File: src/rtl/ipv4_opt_filter.sv
// Drops IPv4 packets carrying IP options ahead of the crypto stage; pass/drop counters on the register ring.
// Optional: define IPV4_OPT_FILTER_NONIP_DROP_EN to also drop non-IPv4 and sub-2-word packets.
`ifndef IPV4_OPT_FILTER_BLOCK_ADDR
`define IPV4_OPT_FILTER_BLOCK_ADDR 22'h2a0001
`endif

module ipv4_opt_filter #(
  parameter int DATA_WIDTH          = 64,
  parameter int CTRL_WIDTH          = DATA_WIDTH/8,
  parameter int UDP_REG_SRC_WIDTH   = 2,
  parameter int MAX_HDR_WORDS       = 4,
  parameter int UDP_REG_ADDR_WIDTH  = 23,
  parameter int CPCI_NF2_DATA_WIDTH = 32
) (
  input  logic                           clk,
  input  logic                           reset,
  input  logic [DATA_WIDTH-1:0]          in_data,
  input  logic [CTRL_WIDTH-1:0]          in_ctrl,
  input  logic                           in_wr,
  output logic                           in_rdy,
  output logic [DATA_WIDTH-1:0]          out_data,
  output logic [CTRL_WIDTH-1:0]          out_ctrl,
  output logic                           out_wr,
  input  logic                           out_rdy,
  input  logic                           reg_req_in,
  input  logic                           reg_ack_in,
  input  logic                           reg_rd_wr_L_in,
  input  logic [UDP_REG_ADDR_WIDTH-1:0]  reg_addr_in,
  input  logic [CPCI_NF2_DATA_WIDTH-1:0] reg_data_in,
  input  logic [UDP_REG_SRC_WIDTH-1:0]   reg_src_in,
  output logic                           reg_req_out,
  output logic                           reg_ack_out,
  output logic                           reg_rd_wr_L_out,
  output logic [UDP_REG_ADDR_WIDTH-1:0]  reg_addr_out,
  output logic [CPCI_NF2_DATA_WIDTH-1:0] reg_data_out,
  output logic [UDP_REG_SRC_WIDTH-1:0]   reg_src_out
);

  localparam int WW    = CTRL_WIDTH + DATA_WIDTH;
  localparam int BW    = $clog2(MAX_HDR_WORDS + 1);
  localparam int IW    = $clog2(MAX_HDR_WORDS);
  localparam int TAG_W = UDP_REG_ADDR_WIDTH - 1;
  localparam logic [BW-1:0]                  B_ONE     = 1;
  localparam logic [BW-1:0]                  B_LAST    = BW'(MAX_HDR_WORDS - 1);
  localparam logic [CPCI_NF2_DATA_WIDTH-1:0] C_ONE     = 1;
  localparam logic [TAG_W-1:0]               BLOCK_TAG = TAG_W'(`IPV4_OPT_FILTER_BLOCK_ADDR);

  typedef enum logic [1:0] {COLLECT, FLUSH, PASS, DROP} state_t;

  state_t state, state_n;

  // Input fallthrough FIFO, 4 deep
  logic [WW-1:0]         fifo_mem [4];
  logic [1:0]            fifo_wp, fifo_rp;
  logic [2:0]            fifo_cnt;
  logic                  fifo_empty, fifo_we, pop;
  logic [CTRL_WIDTH-1:0] head_ctrl;
  logic [DATA_WIDTH-1:0] head_data;

  assign {head_ctrl, head_data} = fifo_mem[fifo_rp];
  assign fifo_empty = (fifo_cnt == 3'd0);
  assign in_rdy     = (fifo_cnt < 3'd3);
  assign fifo_we    = in_wr && (fifo_cnt != 3'd4);

  always_ff @(posedge clk) begin
    if (fifo_we) fifo_mem[fifo_wp] <= {in_ctrl, in_data};
  end

  always_ff @(posedge clk) begin
    if (reset) begin
      fifo_wp  <= '0;
      fifo_rp  <= '0;
      fifo_cnt <= '0;
    end else begin
      if (fifo_we) fifo_wp <= fifo_wp + 2'd1;
      if (pop)     fifo_rp <= fifo_rp + 2'd1;
      fifo_cnt <= fifo_cnt + (fifo_we ? 3'd1 : 3'd0) - (pop ? 3'd1 : 3'd0);
    end
  end

  // Decision buffer and output register
  logic [WW-1:0]                  hbuf [MAX_HDR_WORDS];
  logic [BW-1:0]                  bcnt, ridx;
  logic [1:0]                     dcnt;
  logic                           complete, out_valid, out_eop, ld_ok;
  logic                           buf_wr, buf_clr, set_complete, ld_buf, ld_fifo, ld_eop, drop_pulse;
  logic                           is_ip, bad_opt, drop_hdr;
  logic [CPCI_NF2_DATA_WIDTH-1:0] pass_cnt, drop_cnt;

  assign is_ip   = (head_data[31:16] == 16'h0800);
  assign bad_opt = (head_data[15:12] != 4'd4) || (head_data[11:8] != 4'd5);
`ifdef IPV4_OPT_FILTER_NONIP_DROP_EN
  assign drop_hdr = !is_ip || bad_opt;
`else
  assign drop_hdr = is_ip && bad_opt;
`endif

  // The output stage is a one-entry register; it refills when empty or being taken
  assign out_wr = out_valid && out_rdy;
  assign ld_ok  = !out_valid || out_rdy;

  always_comb begin
    state_n      = state;
    pop          = 1'b0;
    buf_wr       = 1'b0;
    buf_clr      = 1'b0;
    set_complete = 1'b0;
    ld_buf       = 1'b0;
    ld_fifo      = 1'b0;
    ld_eop       = 1'b0;
    drop_pulse   = 1'b0;
    unique case (state)
      COLLECT: begin
        if (!fifo_empty) begin
          pop    = 1'b1;
          buf_wr = 1'b1;
          if (head_ctrl == '0 && dcnt == 2'd1) begin
            if (drop_hdr) begin
              state_n    = DROP;
              drop_pulse = 1'b1;
              buf_clr    = 1'b1;
            end else begin
              state_n = FLUSH;
            end
          end else if (head_ctrl != '0 && dcnt != 2'd0) begin
`ifdef IPV4_OPT_FILTER_NONIP_DROP_EN
            drop_pulse = 1'b1;
            buf_clr    = 1'b1;
`else
            set_complete = 1'b1;
            state_n      = FLUSH;
`endif
          end else if (bcnt == B_LAST) begin
            state_n = FLUSH;
          end
        end
      end
      FLUSH: begin
        if (ld_ok && ridx != bcnt) begin
          ld_buf = 1'b1;
          if (ridx == bcnt - B_ONE) begin
            ld_eop  = complete;
            buf_clr = 1'b1;
            state_n = complete ? COLLECT : PASS;
          end
        end
      end
      PASS: begin
        if (ld_ok && !fifo_empty) begin
          pop     = 1'b1;
          ld_fifo = 1'b1;
          if (head_ctrl != '0) begin
            ld_eop  = 1'b1;
            state_n = COLLECT;
          end
        end
      end
      DROP: begin
        if (!fifo_empty) begin
          pop = 1'b1;
          if (head_ctrl != '0) state_n = COLLECT;
        end
      end
      default: state_n = COLLECT;
    endcase
  end

  always_ff @(posedge clk) begin
    if (buf_wr) hbuf[bcnt[IW-1:0]] <= {head_ctrl, head_data};
  end

  always_ff @(posedge clk) begin
    if (reset) begin
      state     <= COLLECT;
      bcnt      <= '0;
      ridx      <= '0;
      dcnt      <= '0;
      complete  <= 1'b0;
      out_valid <= 1'b0;
      out_eop   <= 1'b0;
      out_data  <= '0;
      out_ctrl  <= '0;
      pass_cnt  <= '0;
      drop_cnt  <= '0;
    end else begin
      state <= state_n;
      if (buf_clr) begin
        bcnt     <= '0;
        ridx     <= '0;
        dcnt     <= '0;
        complete <= 1'b0;
      end else begin
        if (buf_wr) begin
          bcnt <= bcnt + B_ONE;
          if (head_ctrl == '0 && dcnt != 2'd2) dcnt <= dcnt + 2'd1;
        end
        if (ld_buf)       ridx     <= ridx + B_ONE;
        if (set_complete) complete <= 1'b1;
      end
      if (ld_buf || ld_fifo) begin
        out_valid              <= 1'b1;
        out_eop                <= ld_eop;
        {out_ctrl, out_data}   <= ld_buf ? hbuf[ridx[IW-1:0]] : {head_ctrl, head_data};
      end else if (out_wr) begin
        out_valid <= 1'b0;
      end
      if (out_wr && out_eop) pass_cnt <= pass_cnt + C_ONE;
      if (drop_pulse)        drop_cnt <= drop_cnt + C_ONE;
    end
  end

  // Register ring: offset 0 = passed, offset 1 = dropped; writes are acked and ignored
  logic reg_hit;
  assign reg_hit = reg_req_in && !reg_ack_in &&
                   (reg_addr_in[UDP_REG_ADDR_WIDTH-1:1] == BLOCK_TAG);

  always_ff @(posedge clk) begin
    if (reset) begin
      reg_req_out     <= 1'b0;
      reg_ack_out     <= 1'b0;
      reg_rd_wr_L_out <= 1'b0;
      reg_addr_out    <= '0;
      reg_data_out    <= '0;
      reg_src_out     <= '0;
    end else begin
      reg_req_out     <= reg_req_in;
      reg_rd_wr_L_out <= reg_rd_wr_L_in;
      reg_addr_out    <= reg_addr_in;
      reg_src_out     <= reg_src_in;
      if (reg_hit) begin
        reg_ack_out  <= 1'b1;
        reg_data_out <= reg_rd_wr_L_in ? (reg_addr_in[0] ? drop_cnt : pass_cnt) : reg_data_in;
      end else begin
        reg_ack_out  <= reg_ack_in;
        reg_data_out <= reg_data_in;
      end
    end
  end

endmodule
File: config.mk
export PLATFORM = sky130hd
export DESIGN_NAME = ipv4_opt_filter
export DESIGN_NICKNAME = d
export VERILOG_FILES = /design/src/rtl/ipv4_opt_filter.sv
export SDC_FILE = /design/constraint.sdc
export NUM_CORES = 1
export LEC_CHECK = 0
export CAP_MARGIN = 20
export CORE_MARGIN = 2
export CORE_UTILIZATION = 60
export CTS_BUF_LIST = sky130_fd_sc_hd__clkbuf_2 sky130_fd_sc_hd__clkbuf_4 sky130_fd_sc_hd__clkbuf_8
export CTS_CLUSTER_DIAMETER = 200
export DETAILED_ROUTE_END_ITERATION = 10
export HOLD_SLACK_MARGIN = 0.12
export PLACE_DENSITY_LB_ADDON = 0.1
export SLEW_MARGIN = 10
export SYNTH_ARGS = -nofsm -noshare
export SYNTH_HDL_FRONTEND = slang
export SYNTH_SLANG_ARGS = --single-unit
File: constraint.sdc
create_clock -name clk -period 3.6 [get_ports clk]
set_input_delay 0.54 -clock clk [delete_from_list [all_inputs] [get_ports clk]]
set_output_delay 0.54 -clock clk [all_outputs]
set_load 0.005 [all_outputs]
## Word-level counts from Yosys, hierarchy flattened

Memory sizes are Yosys's and may differ from the RTL's. A register that Yosys moved wholly into a read port is not among the register bits.
Index checks and enable logic that the tools add are counted.

- Bits in registers: 216
- Memory bits (writable): 576
- Bits of input ports: 136
- Logic and storage cells: 131
- Memories kept: 2

Memory list:

| name | words | width | rd ports | clocked after Yosys merged registers in | wr ports | RTL line | source |
|---|---|---|---|---|---|---|---|
| fifo_mem | 4 | 72 | 1 | 1 | 1 | 53 | `logic [WW-1:0] fifo_mem [4];` |
| hbuf | 4 | 72 | 1 | 1 | 1 | 82 | `logic [WW-1:0] hbuf [MAX_HDR_WORDS];` |

- Add/subtract/negate cells: 10
- Order comparisons: 1
- Equal/unequal tests: 19
- Muxes and demuxes: 52
- Reductions and logical operators: 27

Operators by type and width:

| kind | count |
|---|---|
| 32-bit 2-to-1 mux | 3 |
| 72-bit 2-to-1 mux | 1 |
| 32-bit by 1-bit adder with 32-bit output, second input constant | 2 |
| 2-bit 2-to-1 mux | 15 |
| 1-bit 2-to-1 mux | 29 |
| 22-bit equality test, second input constant | 1 |
| 16-bit by 12-bit equality test with 1-bit output, second input constant | 1 |
| 2-bit inequality test, second input constant | 6 |
| 1-bit logical AND | 11 |
| 8-bit logical NOT | 1 |
| 4-bit by 3-bit inequality test with 1-bit output, second input constant | 2 |
| 2-bit case mux with 4 select lines | 1 |
| 8-bit nonzero test | 1 |
| 2-bit by 1-bit adder with 2-bit output, second input constant | 3 |
| 3-bit by 1-bit adder with 3-bit output, second input constant | 2 |
| 1-bit case mux with 2 select lines | 3 |
| 6-bit AND reduction | 1 |
| 2-bit by 1-bit equality test with 1-bit output, second input constant | 2 |
| 2-bit equality test, second input constant | 2 |
| 4-bit inequality test, second input constant | 1 |
| 2-bit nonzero test | 2 |
| 2-bit OR reduction | 2 |
| 3-bit by 1-bit adder with 3-bit output | 1 |
| 3-bit by 2-bit equality test with 1-bit output, second input constant | 1 |
| 11 further kinds | 15 |

## Longest topological paths before layout

- Word-level depth: 9
- Depth in mapped cells: 11
- Gate-level depth less buffers: 11

## Worst setup path after synthesis

No wires, ideal clock.

- Path kind: register -> register
- Start point: register with a tool-made name
- End point: register drop_cnt[31]
- Setup time: 0.123 ns
- Arrival: 3.177 ns
- Required time: 3.477 ns
- Path slack: 0.300 ns
- Stages on the path, launching flop included: 10
- Path buffers: 3
- Clock period less this slack: 3.300 ns
- Path through: dfxtp_1 -> buf_6 -> buf_6 -> buf_6 -> mux4_2 -> nor4_1 -> nand3_1 -> or3_1 -> or4_1 -> mux2_1

RTL lines:

| item | RTL line | source |
|---|---|---|
| to (signal assigned) | 208 | `if (drop_pulse) drop_cnt <= drop_cnt + C_ONE;` |
| to (decl) | 88 | `logic [CPCI_NF2_DATA_WIDTH-1:0] pass_cnt, drop_cnt;` |

==> metrics.md <==
| Metric | Value |
|---|---|
| Hold Fails Final Rpt | 0 |
| Routed wire length on met2 | 33040 um |
| Number of setup violations in the final report | 0 |
| Worst Clk Skew | 24.10 ps |
| Max Transition Viols Final | 0 |
| Root buffer cell | clkbuf_8 |
| Mapped Cells | 1808 |
| Worst IR drop on VDD | 0.4971 mV |
| Category of the critical setup timing path | flip-flop to flip-flop |
| Total grt overflow | 0 |
| Core region area | 0.05017 sq mm |
| Synth Cell Area | 0.03045 sq mm |
| Largest stage delay on the critical path | 600 ps |
| Wire length of the first global-routing pass | 102100 um |
| Vias after detailed routing | 17.18k |
| Area growth syn-to-layout | 21.33% |
| Multi-input gate area in the final layout | 0.008322 sq mm |
| DRC Markers | 0 |
| Placed Cells incl. Taps | 2691 |
| Leading area contributor after synthesis | edfxtp_1 |
| Weighted congestion reported at the end of routability-driven placement | 0.8437 |
| Seq/Total Area, Yosys | 0.7127 |
| Vias in the first global route | 17.64k |
| Die outline width | 229.3 um |
| Sum of routed wire segments on met1 | 27060 um |
| Sequential cell area | 0.02172 sq mm |
| Count of input and output buffers | 269 |
| Number of inserted filler cells in the final layout | 3135 |
| Total clock buffers created by CTS | 131 |
| RSZ-0062 raised after global routing | false |
| Largest net degree at the start of global routing | 123 |
| Main synth FF type | edfxtp_1 |
| R2R depth | 7 |
| Peak fanout along the critical path | 24 |
| Hold path startpoint | reset |
| Number of I/O pins | 270 |
| Tightest slew margin relative to the limit | 0.3091 |
| Required arrival time at the worst endpoint | 4250 ps |
| Critical Path Sink Type | flip-flop |
| Detailed-router iteration count before antenna repair | 5 |
| Arrival time at the worst endpoint | 4090 ps |
| Cell Rows | 82 |
| Minimum clock period | 3433 ps |
| Distinct cell type count after synthesis | 53 |
| Commonest non-fill, non-tap cells in the layout | edfxtp_1, clkdlybuf4s50_1, dfxtp_1 |
| Sink Count | 796 |
| Count of buffer and inverter cells on the critical path | 1 |
| Post-route non-filler standard cell count | 2933 |
| Reg-to-reg slack, setup | 170 ps |
| Drt total wl | 65470 um |
| Finished Core Util | 0.7363 |
| Proportion of layout cells with a drive suffix above 1 | 0.2012 |
| Detailed-placement wirelength estimate | 39010 um |
| Mean cell area of the mapped netlist | 16.84 sq um |
| Async SR Flop Fraction | 0 |
| Flop and latch count out of synthesis | 796 |
| Sequence of cells on the critical path | buf_16 > mux4_2 > nor4b_1 > a2111o_1 > or3_4 > or4_1 > mux2_1 |
| GRT Overall Usage | 0.2562 |
| Starting Density | 0.6069 |
| Die area | 0.05256 sq mm |
| Hold worst-path end | pass_cnt[14]$_SDFFE_PP0P_ |
| Leakage power summed over all cells | 0.01267 uW |
| Tcrit/Tclk final | 0.9536 |
| Peak Freq | 0.2913 GHz |
| Worst Tran Pin Value | 1036 ps |
| Count of synthesis-stage warnings from yosys | 0 |
| Worst path slowest cell | mux4_2 |
| Top post-synthesis cells by area | edfxtp_1, dfxtp_1, mux4_2 |
| Via/cell ratio | 5.859 |
| Initial drt markers | 1198 |
| Count of flip-flops with a built-in enable after synthesis | 576 |
| Clock-pin slew reported for the worst setup and hold paths after clock tree synthesis | 60 ps |
| Count of nets after finishing | 2312 |
| Synthesized net count | 1967 |
| Number of levels in the clock H-tree | 4 |
| Maximum count of clock buffers along a single path | 3 |
| Category of cells accounting for the largest share of critical-path delay | simple AND/OR/NAND/NOR gates |
| Overall power consumption | 25800 uW |
| Hold/Removal Path Class | input pin to flip-flop |
| Crit Reg-Reg Endpoint | drop_cnt[31]$_SDFFE_PP0P_ |
| Clock tree from TritonCTS | built |
| Post-synth top area share | 0.5681 |
| DRT antenna net count | 0 |
| Length of routed met3 wiring | 4044 um |
| Category of the worst setup path launch point | flip-flop |
| Commonest non-fill, non-tap cell in the layout | edfxtp_1 |
| Detailed-route wire length per cell | 22.32 um |
| Antenna violations before repair | 4 |
| Count of max-cap constraint violations | 0 |
| Die outline height | 229.3 um |
| Power density cells | 698.5 mW/mm^2 |
| Top Layer Used | met4 |
| Depth of the worst hold-timing path | 2 |
| Clock latency of the later-clocked register in the worst-skew pair | 770 ps |
| Run status | completed |
==> per-stage QoR <==
stage | cell area (sq um) | hold WS, ps | setup slack, ps | setup TNS [ps]
after global placement | 34170 | 476.3 | -86.95 | -265.0
after floorplan | 30450 | 459.4 | 299.8 | 0
after global routing | 36940 | 307.5 | 29.65 | 0
after detailed placement | 34170 | 494.3 | -150.3 | -525.0
final | 36940 | 329.5 | 166.9 | 0
after CTS | 36890 | 262.1 | 56.48 | 0
==> area by class of cell <==
type                    instances  share of cell area
multi-input cells             881              0.2253
repair buffers                314             0.08732
well taps                     672             0.02276
diodes                          4           0.0002710
inverters                      29            0.002947
clock inverters                25            0.003895
flip-flops and latches        796              0.5879
clock buffers                 212             0.06967
==> report_power, final <==
part	switching, uW	total, uW	leakage [uW]	internal, uW
registers	498	12600	0.00708	12100
clock network	3440	7970	0.00144	4530
logic	2880	5200	0.00416	2320
total	6820	25800	0.0127	19000
==> routing by layer <==
metal / vias up / global-route usage
met3: 103 / 0.06499
met2: 585 / 0.4214
li1: 7780 / -
met5: - / 0
met4: 0 / 0.08360
met1: 8716 / 0.3380
==> worst max-delay path by stage <==
stage | slack [ps] | from | to | depth (start not counted)
global route | 30 | flip-flop | drop_cnt[31]$_SDFFE_PP0P_ | 7
global placement | -90 | flip-flop | drop_cnt[31]$_SDFFE_PP0P_ | 7
detailed placement | -150 | flip-flop | drop_cnt[31]$_SDFFE_PP0P_ | 7
CTS | 60 | flip-flop | drop_cnt[6]$_SDFFE_PP0P_ | 9
finish | 170 | flip-flop | drop_cnt[31]$_SDFFE_PP0P_ | 7
floorplan | 300 | flip-flop | drop_cnt[31]$_SDFFE_PP0P_ | 9
==> cells in the mapped netlist (all sizes together), types with 18 or more instances <==
library cell	count
edfxtp	576
dfxtp	220
nor2	180
mux4	144
mux2i	107
a211oi	104
clkbuf	72
nor2b	39
buf	30
inv	29
nand3	27
a21oi	26
nand2	26
xor2	25
and3	22
ha	22
xnor2	19
nand4	18
==> cells by family after synthesis <==
| kind of cell | count (synthesis) | synth area share |
|---|---|---|
| DFF | 796 | 0.7127 |
| buffers and inverters | 131 | 0.01710 |
| AOI/OAI and AO/OA | 166 | 0.03888 |
| and+or+nand+nor | 387 | 0.06353 |
| adders and majority gates | 23 | 0.009698 |
| xor gates and xnor gates | 44 | 0.01266 |
| muxes | 261 | 0.1454 |
==> timing repair <==
action	4_1_cts	5_1_grt
endpoints found under the setup margin	9	8
hold buffers	0	0
setup buffers	1	0
endpoints found under the hold margin	0	0
resized for setup	1	6
pin swaps	1	0
==> registers in the layout (all words and copies together) (netlist names), named ones only <==
signal	cells
reg_ack_out	1
drop_cnt	32
complete	1
fifo_rp	2
reg_data_out	32
out_valid	1
fifo_mem	288
pass_cnt	32
fifo_cnt	3
fifo_wp	2
state	2
reg_addr_out	23
ridx	3
dcnt	2
out_eop	1
bcnt	3
out_data	64
reg_rd_wr_L_out	1
reg_req_out	1
reg_src_out	2
out_ctrl	8
hbuf	288
No activity file was read; power rests on OpenSTA's default activity.
